--- config.mk ---
export PLATFORM = sky130hd
export DESIGN_NAME = chip_tx
export DESIGN_NICKNAME = d
export VERILOG_FILES = /design/src/rtl/chip_pkg.sv /design/src/rtl/chip_tx_nibble_shreg.sv /design/src/rtl/chip_tx.sv
export SDC_FILE = /design/constraint.sdc
export NUM_CORES = 1
export LEC_CHECK = 0
export ABC_AREA = 1
export CAP_MARGIN = 20
export CORE_MARGIN = 3
export CORE_UTILIZATION = 51
export CTS_BUF_LIST = sky130_fd_sc_hd__clkbuf_4 sky130_fd_sc_hd__clkbuf_8 sky130_fd_sc_hd__clkbuf_16
export DETAILED_ROUTE_END_ITERATION = 16
export PLACE_DENSITY_LB_ADDON = 0.08
export SYNTH_ARGS = -nofsm -noshare
export SYNTH_HDL_FRONTEND = slang
export SYNTH_SLANG_ARGS = --single-unit
--- constraint.sdc ---
create_clock -name pclk -period 2 [get_ports pclk]
set_input_delay 0.2 -clock pclk [delete_from_list [all_inputs] [get_ports pclk]]
set_output_delay 0.2 -clock pclk [all_outputs]
set_load 0.01 [all_outputs]
--- src/rtl/chip_pkg.sv ---
// Constants and types shared by the chip_tx transmitter and the chip receiver.
package chip_pkg;

  localparam int CHIP_DATA_W = 32;
  localparam int CHIP_LANE_W = 4;

  typedef enum logic {IDLE, SEND} chip_tx_state_t;

endpackage

--- src/rtl/chip_tx_nibble_shreg.sv ---
// One lane of chip_tx: loadable word register that shifts right by LANE_W per accepted beat.
// With CHIP_TX_PARITY_EN, also keeps the parity of the nibble it presents.
module nibble_shreg
  import chip_pkg::*;
#(
  parameter int DATA_W = CHIP_DATA_W,
  parameter int LANE_W = CHIP_LANE_W
) (
  input  logic              clk,
  input  logic              rst_n,
  input  logic              load,
  input  logic              shift,
  input  logic [DATA_W-1:0] d,
  output logic [LANE_W-1:0] lane
`ifdef CHIP_TX_PARITY_EN
  ,
  output logic              par
`endif
);

  logic [DATA_W-1:0] q;
  logic [DATA_W-1:0] q_sh;

  assign q_sh = q >> LANE_W;
  assign lane = q[LANE_W-1:0];

  // load wins over shift so a back-to-back frame replaces the finished one
  always_ff @(posedge clk) begin
    if (!rst_n)     q <= '0;
    else if (load)  q <= d;
    else if (shift) q <= q_sh;
  end

`ifdef CHIP_TX_PARITY_EN
  always_ff @(posedge clk) begin
    if (!rst_n)     par <= 1'b0;
    else if (load)  par <= ^d[LANE_W-1:0];
    else if (shift) par <= ^q_sh[LANE_W-1:0];
  end
`endif

endmodule

--- src/rtl/chip_tx.sv ---
// Nibble-lane transmitter: loads an LSB/MSB word pair and streams both words LS nibble first.
// Optional CHIP_TX_PARITY_EN adds the pParity output.
module chip_tx
  import chip_pkg::*;
#(
  parameter int DATA_W = CHIP_DATA_W,
  parameter int LANE_W = CHIP_LANE_W
) (
  input  logic              pclk,
  input  logic              RESET_n,
  input  logic              in_valid,
  output logic              in_ready,
  input  logic [DATA_W-1:0] in_value_LSBs,
  input  logic [DATA_W-1:0] in_value_MSBs,
  output logic [LANE_W-1:0] LSBs,
  output logic [LANE_W-1:0] MSBs,
  output logic              pValid,
  input  logic              pReady,
  output logic              tx_done
`ifdef CHIP_TX_PARITY_EN
  ,
  output logic              pParity
`endif
);

  localparam int BEATS = DATA_W / LANE_W;
  localparam int CNT_W = (BEATS > 1) ? $clog2(BEATS) : 1;
  localparam logic [CNT_W-1:0] LAST = CNT_W'(BEATS - 1);

  chip_tx_state_t state, state_nxt;
  logic [CNT_W-1:0] beat_cnt;
  logic xfer, last_beat, load;

  logic [1:0][DATA_W-1:0] words;
  logic [1:0][LANE_W-1:0] lanes;

  assign xfer      = pValid && pReady;
  assign last_beat = xfer && (beat_cnt == LAST);
  assign load      = in_valid && in_ready;

  always_ff @(posedge pclk) begin
    if (!RESET_n) state <= IDLE;
    else          state <= state_nxt;
  end

  always_comb begin
    state_nxt = state;
    case (state)
      IDLE:    if (load) state_nxt = SEND;
      SEND:    if (last_beat && !load) state_nxt = IDLE;
      default: state_nxt = IDLE;
    endcase
  end

  // in_ready reopens on the last accepted beat so frames run without a bubble
  always_comb begin
    pValid   = (state == SEND);
    in_ready = RESET_n && ((state == IDLE) || last_beat);
  end

  always_ff @(posedge pclk) begin
    if (!RESET_n) begin
      beat_cnt <= '0;
      tx_done  <= 1'b0;
    end else begin
      tx_done <= last_beat;
      if (load)      beat_cnt <= '0;
      else if (xfer) beat_cnt <= beat_cnt + 1'b1;
    end
  end

  assign words[0] = in_value_LSBs;
  assign words[1] = in_value_MSBs;

`ifdef CHIP_TX_PARITY_EN
  logic [1:0] par;
  assign pParity = ^par;
`endif

  for (genvar i = 0; i < 2; i++) begin : g_lane
    nibble_shreg #(.DATA_W(DATA_W), .LANE_W(LANE_W)) u_shreg (
      .clk   (pclk),
      .rst_n (RESET_n),
      .load  (load),
      .shift (xfer),
      .d     (words[i]),
      .lane  (lanes[i])
`ifdef CHIP_TX_PARITY_EN
      ,
      .par   (par[i])
`endif
    );
  end

  assign LSBs = lanes[0];
  assign MSBs = lanes[1];

endmodule

After elaboration in Yosys (flattened, before gate mapping). Index checks and enable logic that the tools add are counted.

Register bits after elaboration: 69. Bits in latches: 0. RAM bits: 0. Memory bits (read-only): 0. Output and inout port bits: 11. Memories kept: 0.

Add/subtract/negate cells: 1. Multipliers: 0. Div/mod/pow operators: 0. $lt $le $gt $ge: 0. Equal/unequal tests: 1. Shift operators: 0. Multiplexer cells: 7. Bitwise operators: 2. Reduce and logical (&&, ||, !) cells: 9.

Operator list (number): 32-bit 2-to-1 mux (4); 1-bit logical AND (5); 3-bit by 1-bit adder with 3-bit output, second input constant (1); 3-bit equality test, second input constant (1); 1-bit 2-to-1 mux (2); 1-bit inverter (2); 1-bit one-hot mux with 2 select lines (1); 2-bit nonzero test (1); 2-bit OR reduction (1); 1-bit zero test (1); 1-bit logical OR (1).

Depth between registers and ports, before layout.
Depth after elaboration: 9. Gate-level depth with buffers: 10. Mapped depth without buffers: 8.

Hierarchy. Synthesis repeated with hierarchy kept, for this count alone.

Cell total of the unflattened synthesis: 546. Area, all modules: 3387.0 um^2.

Modules (own cells, without submodules): nibble_shreg (instances 2, cells an instance 257, area each 1575.3 um^2, sequential area each 640.6 um^2); chip_tx (instances 1, cells an instance 32, area each 236.5 um^2, sequential area each 100.1 um^2).

Worst setup path after synthesis. No wires, ideal clock.

Path type: register to register. Start: register beat_cnt[0]. End: register g_lane[0].u_shreg.q[9]. Arrival time: 1.502 ns. Setup slack: 0.427 ns. Stages on the path, launching flop included: 10. Path buffers: 2. Clock period less this slack: 1.573 ns. Cells stage by stage: dfxtp_1 > ha_1 > ha_1 > nand3_1 > nand2_1 > nand3_2 > buf_2 > buf_2 > nand3_1 > a21oi_1.

Word-level cells in the longest chain between the ends: 6.

RTL lines: start, declared (line chip_tx.sv:31) `logic [CNT_W-1:0] beat_cnt;`; start signal, assigned (line chip_tx.sv:68) `else if (xfer) beat_cnt <= beat_cnt + 1'b1;`; 3-bit equality test (*) (line chip_tx.sv:38) `assign last_beat = xfer && (beat_cnt == LAST);`; 1-bit logical AND (*) (line chip_tx.sv:38); 1-bit logical OR (*) (line chip_tx.sv:58) `in_ready = RESET_n && ((state == IDLE) || last_beat);`; 1-bit logical AND (*) (line chip_tx.sv:58); 1-bit logical AND (*) (line chip_tx.sv:39) `assign load = in_valid && in_ready;`; 32-bit 2-to-1 mux / 2-bit nonzero test (equally long branches); end signal, assigned (line chip_tx_nibble_shreg.sv:31) `else if (shift) q <= q_sh;`; end, declared (line chip_tx_nibble_shreg.sv:21) `logic [DATA_W-1:0] q;`.

Every way passes the cells marked *; elsewhere a longest branch is shown, timed or not. A chain may end at the register's enable or synchronous reset.

Final worst setup path.
Start: register beat_cnt[0]. End: register g_lane[0].u_shreg.q[5].

Same word-level chain as after synthesis.

==> results_dict.tcl <==
set metrics [dict create \
    power_density_nw_per_um2 696 \
    start_util_pct 53.3 \
    cp-start-kind "flip-flop" \
    grt_pass1_vias 3571 \
    finalCritPeriodShare_pct 90.7 \
    yosysSeqAreaShare_pct 37.7 \
    grt_max_degree 67 \
    drtAntennaViolNets 0 \
    via_per_inst 5.30 \
    yosys.area.top_type_share_pct 37.7 \
    clk-insertion-delay-late_ps 350 \
    die-width_microns 90.7 \
    synth.avg_cell_area_sq_um 6.43 \
    cts_root_buf "clkbuf_8" \
    core_sq_um 6870 \
    drt_wl_total_mm 9.16 \
    area_growth_pct 26.6 \
    vias 3776 \
    dpl.hpwl_mm 5.64 \
    syn_area_sq_um 3660 \
    hold_buffers 0 \
    cts_setup_buffers 0 \
    place.gp.congestion 0.750 \
    min_period_ps 1810 \
    final_core_util_pct 67.4 \
    busiest_layer "met2" \
    insertedDiodeCount 0 \
    firstDrtPassIters 5 \
    gr-usage-met3_pct 5.08 \
    cts_sinks 69 \
    syn_nets 639 \
    maxSlewViolCount 0 \
    status "complete, no violations" \
    min-delay-start "RESET_n" \
    criticalPathCategory "flip-flop to flip-flop" \
    critPathLaunch "beat_cnt[0]" \
    grt_remaining_overflow 0 \
    cp.arrival_ps 2020 \
    hold_viol 0 \
    hold_class "input port to flip-flop" \
    cp_max_fo 38 \
    worst_pin_slew_ps 693 \
    grt_pass1_wl_mm 15.7 \
    clk_pin_slew_ps 70 \
    p_leak_nw 2.10 \
    grt_use_met1_pct 27.3 \
    antenna_found_initial 0 \
    maxSlewHeadroom_pct 53.8 \
    ys_types 15 \
    syn_inst 569 \
    portBuffers 78 \
    clockBufferDepth 2 \
    drive_gt1_share_pct 6.32 \
    setup_violations 0 \
    cts_tree "yes" \
    tns_ps 0 \
    ys_seq_elements 69 \
    layout.nets 682 \
    synth_area_leaders "dfxtp_1, nand2_1, nand4_1" \
    drc 0 \
    r2r-start "beat_cnt[0]" \
    h-tree-depth 3 \
    io_pins 79 \
    synth_top_area_cell "dfxtp_1" \
    avgRoutedWirePerCell_microns 12.8 \
    critical_path_required_ps 2210 \
    row_count 30 \
    track_usage_pct 22.8 \
    ir_drop_uv 377 \
    cts_inserted_buffers 9 \
    die_y_microns 90.7 \
    ys_warn_count 0 \
    maxCapViolCount 0 \
    die_area_sq_um 8230 \
    grt_use_met2_pct 39.3 \
    max_freq_ghz 0.551 \
    worst_setup_path_end_kind "flip-flop" \
    grt_setup_unrepaired "false" \
    fin_worst_skew_ps 10.2 \
    drt_iter0_markers 181 \
]
-- cell usage in the layout (no fill, tap or decap) --
cell / synthesis / routed
a21oi_1: 67 / 66
a21oi_2: 0 / 1
buf_12: 0 / 4
buf_2: 21 / 2
buf_4: 11 / 10
bufinv_16: 0 / 1
clkbuf_4: 0 / 2
clkbuf_8: 0 / 10
clkdlybuf4s50_1: 0 / 75
clkinv_2: 0 / 2
clkinvlp_4: 0 / 1
dfxtp_1: 69 / 69
dlymetal6s2s_1: 0 / 1
ha_1: 2 / 2
inv_1: 58 / 57
inv_2: 2 / 3
nand2_1: 183 / 181
nand2_2: 0 / 2
nand3_1: 65 / 65
nand3_4: 0 / 1
nand4_1: 56 / 56
nor2_1: 5 / 5
xor2_1: 1 / 1
-- registers in the layout (all words and copies together), names as in the netlist --
name / cells
pValid: 1
g_lane.u_shreg.q: 64
beat_cnt: 3
tx_done: 1
-- critical path, cell delays in order (launching register included) --
cell,delay [ps]
dfxtp_1,350
ha_1,150
ha_1,210
nand3_1,140
nand2_2,130
buf_4,370
nand4_1,160
nand2_1,110
a21oi_1,60
-- through the flow --
step                instance area (sq um)  power [W]  setup WS [ps]  hold WS, ps  cells
detailed placement                   4430    0.00210            178          458    697
finish                               4630    0.00322            185          332    713
CTS                                  4630    0.00324           9.33          319    713
global placement                     4430    0.00208            213          452    697
global route                         4630    0.00338           42.1          349    713
floorplan                            3660    0.00186            427          348    569
-- layout make-up --
cell class	count	area (sq um)
clock buffers	12	153
repair buffers	92	928
fillers	634	2240
flip-flops and latches	69	1380
inverters	60	225
well taps	96	120
clock inverters	4	47.5
multi-input cells	380	1780
-- report_power, final --
| part | internal (W) | switching (W) |
|---|---|---|
| clock network | 0.000634 | 0.000520 |
| registers | 0.00146 | 0.0000446 |
| logic | 0.000265 | 0.000300 |
-- layer usage --
layer | share of wire [%] | vias up
met1 | 45 | 1694
li1 | - | 1939
met2 | 47 | 126
met3 | 7.0 | 17
met4 | 1.6 | 0
met5 | 0 | -
-- cells by family (layout without fill, tap and decap cells) --
| group | Yosys count | count (layout) | share of synthesized area (%) |
|---|---|---|---|
| buf+inv | 120 | 168 | 14.2 |
| xor+xnor | 1 | 1 | 0.239 |
| fa+ha+maj | 2 | 2 | 0.684 |
| simple gates | 310 | 310 | 38.0 |
| compound gates | 67 | 67 | 9.16 |
| flops | 69 | 69 | 37.7 |
-- synthesized netlist by cell type --
cell / number
inv_2: 2
a21oi_1: 67
buf_2: 21
nand2_1: 183
nand4_1: 56
buf_4: 11
ha_1: 2
xor2_1: 1
inv_1: 58
nand3_1: 65
buf_1: 6
nor2_1: 5
dfxtp_1: 69
nand3_2: 1
clkbuf_1: 22
-- path summary, 6_finish.rpt --
| check | end | slack, ps | cells after the start |
|---|---|---|---|
| max | g_lane[0].u_shreg.q[5] | 190 | 8 |
| min | beat_cnt[0] | 330 | 3 |
| max reg2reg | g_lane[0].u_shreg.q[5] | 190 | 8 |
| min reg2reg | beat_cnt[1] | 460 | 2 |
-- what timing repair did --
action | CTS | global route
endpoints found under the setup margin | 1 | 1
pin swaps | 0 | 1
resized for setup | 1 | 1
Note: power is estimated with default switching activity, not from simulation.
